--- config.mk ---
export PLATFORM = sky130hd
export DESIGN_NAME = wb_group_arbiter
export DESIGN_NICKNAME = d
export VERILOG_FILES = /design/src/rtl/wb_group_arbiter.sv
export SDC_FILE = /design/constraint.sdc
export NUM_CORES = 1
export LEC_CHECK = 0
export ABC_AREA = 1
export CORE_MARGIN = 2
export CORE_UTILIZATION = 36
export DETAILED_ROUTE_END_ITERATION = 12
export PLACE_DENSITY = 0.81
export SYNTH_ARGS = -nofsm -noshare
export SYNTH_HDL_FRONTEND = slang
export SYNTH_SLANG_ARGS = --single-unit
--- constraint.sdc ---
create_clock -name clk -period 2.3 [get_ports clk]
set_input_delay 0.46 -clock clk [delete_from_list [all_inputs] [get_ports clk]]
set_output_delay 0.46 -clock clk [all_outputs]
set_load 0.01 [all_outputs]
--- src/rtl/wb_group_arbiter.sv ---
// wb_group_arbiter: round-robin arbiter that shares one register-file writeback port among
// NUM_UNITS multicycle execution units. One completing unit is acked per cycle. Its payload is
// registered onto the wb_* port, so it appears on that port the following cycle.
//
// Ports:
//   clk, rst        clock; synchronous active-low reset (rst=0 resets)
//   unit_done       per-unit result valid, held with stable payload until acked
//   unit_id/rd/phys_rd  packed per-unit payload, unit i at [i*W +: W]
//   wb_hold         blocks granting this cycle
//   unit_ack        one-hot combinational grant
//   wb_valid/id/data/phys_rd  registered writeback
//   grant_count, conflict_count  present only with WB_GROUP_ARBITER_STATS_EN defined
//
// Optional feature macro: WB_GROUP_ARBITER_STATS_EN adds wrapping 32-bit grant and
// conflict counters.
module wb_group_arbiter #(
  parameter int unsigned NUM_UNITS       = 4,
  parameter int unsigned DATA_WIDTH      = 32,
  parameter int unsigned ID_WIDTH        = 3,
  parameter int unsigned PHYS_ADDR_WIDTH = 6
) (
  input  logic                                 clk,
  input  logic                                 rst,
  input  logic [NUM_UNITS-1:0]                 unit_done,
  input  logic [NUM_UNITS*ID_WIDTH-1:0]        unit_id,
  input  logic [NUM_UNITS*DATA_WIDTH-1:0]      unit_rd,
  input  logic [NUM_UNITS*PHYS_ADDR_WIDTH-1:0] unit_phys_rd,
  input  logic                                 wb_hold,
  output logic [NUM_UNITS-1:0]                 unit_ack,
  output logic                                 wb_valid,
  output logic [ID_WIDTH-1:0]                  wb_id,
  output logic [DATA_WIDTH-1:0]                wb_data,
  output logic [PHYS_ADDR_WIDTH-1:0]           wb_phys_rd
`ifdef WB_GROUP_ARBITER_STATS_EN
  ,
  output logic [31:0]                          grant_count,
  output logic [31:0]                          conflict_count
`endif
);

  localparam int unsigned PtrWidth = (NUM_UNITS > 1) ? $clog2(NUM_UNITS) : 1;

  logic [PtrWidth-1:0]        ptr_q;
  logic [PtrWidth-1:0]        ptr_d;
  logic [PtrWidth-1:0]        grant_idx;
  logic [PtrWidth-1:0]        scan_idx;
  logic                       found;
  int unsigned                idx_sum;
  logic [ID_WIDTH-1:0]        sel_id;
  logic [DATA_WIDTH-1:0]      sel_data;
  logic [PHYS_ADDR_WIDTH-1:0] sel_phys;

  // Scan from ptr upward with wrap; the first requester wins.
  always_comb begin
    unit_ack  = '0;
    grant_idx = '0;
    scan_idx  = '0;
    idx_sum   = 0;
    found     = 1'b0;
    if (rst && !wb_hold) begin
      for (int unsigned k = 0; k < NUM_UNITS; k++) begin
        idx_sum = 32'(ptr_q) + k;
        if (idx_sum >= NUM_UNITS) idx_sum = idx_sum - NUM_UNITS;
        scan_idx = PtrWidth'(idx_sum);
        if (!found && unit_done[scan_idx]) begin
          found               = 1'b1;
          grant_idx           = scan_idx;
          unit_ack[scan_idx]  = 1'b1;
        end
      end
    end
  end

  // Explicit wrap keeps ptr inside 0..NUM_UNITS-1 for non-power-of-two unit counts.
  always_comb begin
    ptr_d = ptr_q;
    if (found) begin
      ptr_d = (grant_idx == PtrWidth'(NUM_UNITS - 1)) ? '0 : grant_idx + 1'b1;
    end
  end

  // Payload mux driven directly by the one-hot ack.
  always_comb begin
    sel_id   = '0;
    sel_data = '0;
    sel_phys = '0;
    for (int i = 0; i < int'(NUM_UNITS); i++) begin
      if (unit_ack[i]) begin
        sel_id   = unit_id[i*ID_WIDTH +: ID_WIDTH];
        sel_data = unit_rd[i*DATA_WIDTH +: DATA_WIDTH];
        sel_phys = unit_phys_rd[i*PHYS_ADDR_WIDTH +: PHYS_ADDR_WIDTH];
      end
    end
  end

  always_ff @(posedge clk) begin
    if (!rst) begin
      ptr_q      <= '0;
      wb_valid   <= 1'b0;
      wb_id      <= '0;
      wb_data    <= '0;
      wb_phys_rd <= '0;
    end else begin
      ptr_q    <= ptr_d;
      wb_valid <= found;
      // Payload holds when there is no grant; only wb_valid drops.
      if (found) begin
        wb_id      <= sel_id;
        wb_data    <= sel_data;
        wb_phys_rd <= sel_phys;
      end
    end
  end

`ifdef WB_GROUP_ARBITER_STATS_EN
  logic conflict;
  assign conflict = ($countones(unit_done) >= 2) && !wb_hold;

  always_ff @(posedge clk) begin
    if (!rst) begin
      grant_count    <= '0;
      conflict_count <= '0;
    end else begin
      if (found)    grant_count    <= grant_count + 32'd1;
      if (conflict) conflict_count <= conflict_count + 32'd1;
    end
  end
`endif

endmodule
# == Word level (Yosys, flattened, before mapping) ==
# Index checks and enable logic that the tools add are counted.
# word_totals
reg_bits,44
output_inout_bits,46
word_cells,99
# classes
addsub,8
n_lt_le_gt_ge,12
eq_ne,1
n_mux,58
bitwise,3
reduce_logical,12
# ops
cell,n
two-way mux 32 bit,4
two-way mux 4 bit,8
two-way mux 2 bit,14
two-way mux 6 bit,4
two-way mux 1 bit,16
"< comparator 2 x 3 -> 1 bit, second input constant",4
two-way mux 3 bit,4
OR 4 bit,3
"greater-or-equal comparator 3 bit, second input constant",3
binary-select mux 1 bit (select 2 bit),4
demux 1 bit (select 2 bit),4
"greater-or-equal comparator 2 x 1 -> 1 bit, second input constant",4
logical AND 1 bit,8
"subtractor 2 x 1 -> 2 bit, second input constant",4
"adder 2 x 2 -> 3 bit, second input constant",2
zero test 1 bit,4
"adder 2 x 1 -> 3 bit, second input constant",1
"greater-or-equal comparator 2 x 3 -> 1 bit, second input constant",1
"adder 2 x 1 -> 2 bit, second input constant",1
"== test 2 bit, second input constant",1

# == Logic depth before layout (Yosys ltp) ==
# depth
word_depth,23
mapped_depth,19
mapped_depth_nobuf,17

# == Least setup slack after synthesis ==
# No wires, ideal clock.
# synth_timing
path_kind,register to output
startpoint,reg ptr_q[0]
endpoint,out unit_ack[2]
arrival_ns,2.040
slack_ns,-0.200
stages_incl_launch_ff,13
n_path_buf,1
path_cell_list,dfxtp_1 > inv_2 > ha_1 > inv_1 > nand3_1 > nand2_2 > inv_2 > nor2_8 > nand3_4 > o21ai_2 > nand2_1 > buf_2 > inv_1
# synth_via
elab_chain_cells,19
elab_cells_between_ends,70
cone_classes,add/sub: 7; order compare: 12; mux: 38; bitwise: 3; reduce/logical: 10
# synth_rtl
item,line_no,rtl
start: declaration,43,logic [PtrWidth-1:0] ptr_q;
start signal: assignment,104,ptr_q <= ptr_d;
branches (longest 17 deep; another with adder 2 x 1 -> 3 bit),n/a,
two-way mux 4 bit *,65,if (!found && unit_done[scan_idx]) begin
two-way mux 4 bit *,60,if (rst && !wb_hold) begin
end: declaration,29,"output logic [NUM_UNITS-1:0] unit_ack,"
# Every way passes the cells marked *. The select of a mux whose other input is x is not followed.

# == Worst setup path after layout ==
# layout_timing
startpoint,reg ptr_q[1]
endpoint,out unit_ack[2]
# The elaborated chain is that of the path after synthesis.

==> impl_metrics.py <==
metrics = {
    "floorplan": {
        "chipHeight_um": 109,
        "core_area_mm2": 0.0108,
        "die_x_um": 109,
        "std_cell_rows": 38,
        "initial_core_util_pct": 36.6,
        "die_area_mm2": 0.0118,
        "ios": 217,
    },
    "sta": {
        "skew_ns": 0.00440,
        "rsz0062_at_grt": "yes",
        "worst_slew_pin_slew_ns": 0.600,
        "setup_violations": 34,
        "timing.fmax_mhz": 405,
        "fin_crit_ns": 2.47,
        "setup-tns-final_ns": -1.42,
        "period_share_pct": 107,
        "hold_violations": 0,
        "fin_ws_ns": -0.168,
        "holdWs_ns": 0.466,
        "drv_slew": 0,
        "slew-limit-headroom_pct": 60.0,
    },
    "cells_and_area": {
        "final_layout_size_suffix_gt1_share_pct": 21.1,
        "final_common_cell": "nand2_1",
        "fin_nets": 1115,
        "final-seq-area_um2": 886,
        "fin_area_mm2": 0.00758,
        "area.growth.synth_to_final_pct": 91.6,
        "n_antenna_cell": 0,
        "multi_input_area_mm2": 0.00286,
        "nFillCells": 910,
        "final_cell_mix": "215 x nand2_1, 208 x clkdlybuf4s50_1, 124 x nand3_1",
    },
    "critical_path": {
        "r2r_start": "ptr_q[0]$_SDFFE_PN0P_",
        "startpoint_type": "register",
        "critical_path.top_delay_family": "simple AND/OR/NAND/NOR gates",
        "worst_ep_required_time_ns": 1.84,
        "cp.arrival_ns": 2.01,
        "endpoint_kind": "primary output",
        "rrSetupSlack_ns": -0.06,
        "critPathBufInv": 4,
        "slowest_delay_ns": 0.34,
        "r2r_end": "wb_data[14]$_SDFFE_PN0P_",
        "r2r_cells": 18,
        "slowest_stage": "dfxtp_2",
        "worstPathCellList": "inv_2 > ha_4 > inv_2 > nand3_2 > nand2_4 > nand3_2 > nor2_1 > nor2_2 > o21ai_4 > nand2_2 > inv_2 > buf_6",
        "cp_max_fo": 4,
        "cpMostUsedCell": "inv_2",
        "critPathKind": "register to primary output",
    },
    "global_routing": {
        "gr-total-overflow": 0,
        "grt_max_degree": 43,
        "grt_pass1_wl_um": 24400,
        "grt.total_usage_pct": 26.2,
        "grt_pass1_vias": 4862,
        "antenna_found_initial": 0,
    },
    "drt": {
        "top_layer": "met4",
        "dr.first_iter.drc_count": 440,
        "drtAntennaViolNets": 0,
        "routed-via-count": 5567,
        "wl_um": 19200,
        "m1WireLength_um": 7820,
        "wl_met3_um": 1950,
        "via_per_inst": 5.16,
        "wl_met2_um": 9020,
        "drc": 0,
        "avgRoutedWirePerCell_um": 17.8,
        "firstDrtPassIters": 8,
    },
    "place": {
        "pre_cts_ws_ns": -0.634,
        "place_hpwl_um": 10600,
        "gp_congestion": 0.997,
        "port_buffers": 216,
        "dpl_cell_area_mm2": 0.00641,
    },
    "clocking": {
        "cts_sinks": 44,
        "cts_tree": "built",
        "numCtsBuffers": 5,
        "clkSlewWorstSetupHoldPaths_ns": 0.09,
        "cts_max_path_buffers": 2,
        "clk_latency_ns": 0.31,
        "h-tree-depth": 2,
        "clockRootBuffer": "clkbuf_8",
    },
    "yosys": {
        "synth-async-reset-ratio_pct": 0,
        "syn_area_mm2": 0.00396,
        "synth_cell_type_count": 30,
        "postSynthAreaPerCell_um2": 5.78,
        "synth-seq-cells": 44,
        "synth-edff-count": 0,
        "synth-main-ff-cell": "dfxtp_1",
        "yosys_warnings": 0,
        "synth-seq-area-share_pct": 22.3,
        "synth_nets": 862,
        "syn_inst": 684,
    },
    "run_status": {
        "violations": "negative setup slack",
        "outcome": "complete, but fails checks",
    },
    "pwr": {
        "peakVddDrop_mv": 0.697,
        "combinationalPowerShare_pct": 76.6,
        "clockPowerShare_pct": 8.5,
        "p_sw_mw": 3.66,
        "intPower_mw": 4.29,
        "power.density_mw_per_mm2": 1050,
        "seqPwrFrac_pct": 14.9,
        "p_sw_share_pct": 46.0,
        "total_power_mw": 7.94,
        "leakagePower_nw": 3.35,
    },
    "min_path": {
        "min_from": "wb_id[0]$_SDFFE_PN0P_",
        "worstHoldPathCells": 2,
        "worstHoldEndpoint": "wb_id[0]$_SDFFE_PN0P_",
        "hp-class": "register to register",
    },
    "job": {
        "maxCapViolCount": 0,
    },
}
worst register-to-register path, stage by stage (launching register included):
cell	delay, ns
dfxtp_4	0.36
inv_4	0.06
buf_4	0.13
nand2_2	0.07
nand3_2	0.10
nand2_4	0.11
buf_12	0.15
nor2_8	0.14
buf_4	0.14
nand4_4	0.09
buf_6	0.17
buf_12	0.14
clkbuf_16	0.17
nand3_1	0.08
o21ai_0	0.08
nand2_1	0.07
nand2_1	0.05
nand2_1	0.06
a21oi_1	0.05
worst max-delay path by stage:
stage,from,to,slack (ns),cells after the start
after floorplan,ptr_q[0]$_SDFFE_PN0P_,unit_ack[3],0.02,15
after global placement,unit_done[1],unit_ack[2],-0.60,13
after detailed placement,unit_done[1],unit_ack[2],-0.63,13
after CTS,ptr_q[1]$_SDFFE_PN0P_,unit_ack[2],-0.11,12
after global routing,ptr_q[0]$_SDFFE_PN0P_,unit_ack[3],-0.24,13
final,ptr_q[1]$_SDFFE_PN0P_,unit_ack[2],-0.17,12
state kept, by name, summed over array words and instances, names as in the netlist:
register    cells
wb_data        32
wb_phys_rd      6
wb_id           3
ptr_q           2
wb_valid        1
cells by family after synthesis:
logic type      share of synthesized area, %
compound gates                          11.9
flops                                   22.3
fa+ha+maj                               2.21
xor+xnor                               0.221
simple gates                            49.7
buf+inv                                 13.7
repair_timing:
item                                    CTS  global route
gates resized for setup                  55           101
endpoints found under the setup margin   45            46
cloned                                    4            16
pin swaps                                16            33
hold buffers                              0             0
setup buffers                             7            14
area by class of cell:
| type | instances | share of cell area [%] |
|---|---|---|
| repair buffers | 296 | 43.5 |
| flip-flops and latches | 44 | 11.7 |
| clock inverters | 2 | 0.512 |
| multi-input cells | 527 | 37.7 |
| clock buffers | 6 | 1.09 |
| well taps | 140 | 2.31 |
| inverters | 63 | 3.19 |
per-layer routing:
layer / global-route usage, % / vias to the layer above
li1: - / 2706
met1: 31.9 / 2547
met2: 45.3 / 281
met3: 7.29 / 33
met4: 6.87 / 0
met5: 0 / -
power by group through the flow:
stage / clock network [mW] / logic [mW] / registers (mW)
6_report: 0.673 / 6.09 / 1.18
5_1_grt: 0.700 / 6.46 / 1.21
4_1_cts: 0.675 / 4.57 / 1.18
3_5_place_dp: 0 / 4.17 / 1.19
3_3_place_gp: 0 / 4.13 / 1.18
2_1_floorplan: 0 / 2.41 / 1.32
stage by stage:
stage          cells  util, %
3_5_place_dp    1031     59.4
5_1_grt         1078     70.2
6_report        1078     70.2
3_3_place_gp    1031     59.4
2_1_floorplan    684        -
4_1_cts         1049     63.1
cell usage after synthesis (2+ instances only):
master | number | area share [%]
nand2_4 | 2 | 0.57
or2_0 | 30 | 4.7
nor2_2 | 2 | 0.32
a21oi_1 | 44 | 5.6
nand3_1 | 134 | 17
buf_4 | 5 | 0.95
inv_1 | 46 | 4.4
buf_6 | 11 | 3.1
o21ai_0 | 8 | 1.0
or2_2 | 11 | 1.7
o21ai_2 | 2 | 0.44
o21ai_1 | 34 | 4.3
dfxtp_1 | 44 | 22
nor2_8 | 2 | 1.0
clkbuf_1 | 22 | 2.1
buf_2 | 12 | 1.5
nor2_1 | 5 | 0.47
inv_2 | 16 | 1.5
nand2_2 | 2 | 0.32
ha_1 | 7 | 2.2
nand2_1 | 236 | 22
Power figures use the tool's default switching activity.
==> patch, RTL diff (same settings) <==
Add a define of `WB_GROUP_ARBITER_STATS_EN`.
--- a/src/rtl/wb_group_arbiter.sv
+++ b/src/rtl/wb_group_arbiter.sv
@@ -13,6 +13,8 @@
 //
 // Optional feature macro: WB_GROUP_ARBITER_STATS_EN adds wrapping 32-bit grant and
 // conflict counters.
+`define WB_GROUP_ARBITER_STATS_EN
+
 module wb_group_arbiter #(
   parameter int unsigned NUM_UNITS       = 4,
   parameter int unsigned DATA_WIDTH      = 32,
Formal check against the unedited RTL (old outputs only; new: conflict_count and grant_count): equivalent (equiv_simple and equiv_induct, registers matched by name and starting in step).
==> patch against the original RTL <==
The flow still finishes with violations (setup timing); total power is 25% lower; worst setup slack better by 0.042 ns; sequential share of layout area is 7.3 points higher; cell area is 51% higher; wire length is 49% higher; non-clock buffer count is 78 higher; synthesized area is 76% higher; sequential cell count is 64 higher.
==> patch: results (changes against the original RTL) <==
Final layout:
- The clock buffer count is 9 (+3).
- The post-layout net count is 1628 (+46%).
- The multi-input gate area in the final layout is 4459 um^2 (+56%).
- The multi-input gate share of total cell area came to 0.3907 (+0.01351).
- The largest registers in the layout are conflict_count: 32 flops, grant_count: 32 flops, wb_data: 32 flops.
- The clock tree cell share of total cell area is 0.02664 (+0.01062).

Route:
- The routed length per instance came to 16.74 um (-6.1%).
- The violation count after the first detailed-routing iteration is 639 (+45%).
- The uppermost signal routing layer after detailed routing is met5.
- The met2 layer wire length in the routed design is 14070 um (+56%).
- The wire length on met3 is 2347 um (+20%).
- The overall routed net length is 28660 um (+49%).
- The number of vias in the routed layout is 8946 (+61%).

Clocking:
- The root buffer selected by CTS is sky130_fd_sc_hd__clkbuf_16.

Placed design:
- The half-perimeter wire length of the detailed placement result is 19890 um (+87%).
- The number of I/O port buffers was 280 (+30%).
- The worst setup slack before clock tree synthesis is -0.6985 ns (-0.06457 ns).
- The post-placement cell count is 1662 (+61%).

Global route:
- The number of global-route vias before repair is 8274 (+70%).
- The initial antenna violation count is 1 (+1).
- The global-route wire length before repair was 41410 um (+70%).

STA:
- The actual slew at the worst max-slew pin is 0.6757 ns (+0.07555 ns).
- The setup TNS after final layout came to -0.6977 ns (+0.7210 ns).
- The post-route clock skew came to 0.01516 ns (+0.01075 ns).
- The final number of setup-violating endpoints is 11 (-68%).
- The minimum setup slack in the final design is -0.1258 ns (+0.04185 ns).

Synthesis:
- By area the synthesized netlist is led by sky130_fd_sc_hd__dfxtp_1, sky130_fd_sc_hd__nand2_1, sky130_fd_sc_hd__a21oi_1.
- The combined area of all synthesized cells is 6965 um^2 (+76%).
- The count of cell types in the netlist is 42 (+40%).
- The sequential fraction of the synthesis area came to 0.3104 (+0.08769).

Status:
- The flow ran to the end, but the final reports show violations.
- The final reports fail on setup timing.

Power:
- The sequential share of power is 0.351 (+0.202).
- The switching share of power is 0.3502 (-0.1103).
- The sequential cell power is 0.00209 W (+77%).

Critical path:
- The arrival time at the worst endpoint is 1.97 ns (-0.04 ns).
## patch: critical path, cell delays in order (launching register included)
cell	delay [ns]
sky130_fd_sc_hd__dfxtp_2	0.34
sky130_fd_sc_hd__inv_2	0.05
sky130_fd_sc_hd__ha_4	0.29
sky130_fd_sc_hd__nand3_1	0.12
sky130_fd_sc_hd__nand2_4	0.11
sky130_fd_sc_hd__buf_6	0.10
sky130_fd_sc_hd__nand3_4	0.10
sky130_fd_sc_hd__nor2_4	0.14
sky130_fd_sc_hd__nor2_4	0.05
sky130_fd_sc_hd__nand2_2	0.06
sky130_fd_sc_hd__nand2_2	0.07
sky130_fd_sc_hd__inv_4	0.08
sky130_fd_sc_hd__buf_6	0.10
## patch: path summary, 6_finish.rpt
check	startpoint	end	slack (ns)	cells past startpoint
worst max register to register	ptr_q[0]	wb_id[2]	-0.08	17
worst min-delay path	wb_data[10]	wb_data[10]	0.47	2
worst min register to register	wb_data[10]	wb_data[10]	0.47	2
worst max-delay path	ptr_q[0]	unit_ack[1]	-0.13	12
## patch: cell families (layout without fill, tap and decap cells)
| logic type | after synthesis | after routing | share of synthesized area |
|---|---|---|---|
| AO/OA/AOI/OAI | 266 | 266 | 0.1989 |
| XOR/XNOR | 28 | 28 | 0.03521 |
| adder cells (fa/ha/maj) | 10 | 10 | 0.01904 |
| buffers and inverters | 173 | 505 | 0.1026 |
| flip-flops | 108 | 108 | 0.3104 |
| AND/OR/NAND/NOR | 535 | 535 | 0.3339 |
## patch: what timing repair did
action	4_1_cts	5_1_grt
pin swaps	17	28
setup endpoints to repair	63	74
endpoints found under the hold margin	0	0
resized for setup	69	112
cloned	0	6
buffers inserted	20	9
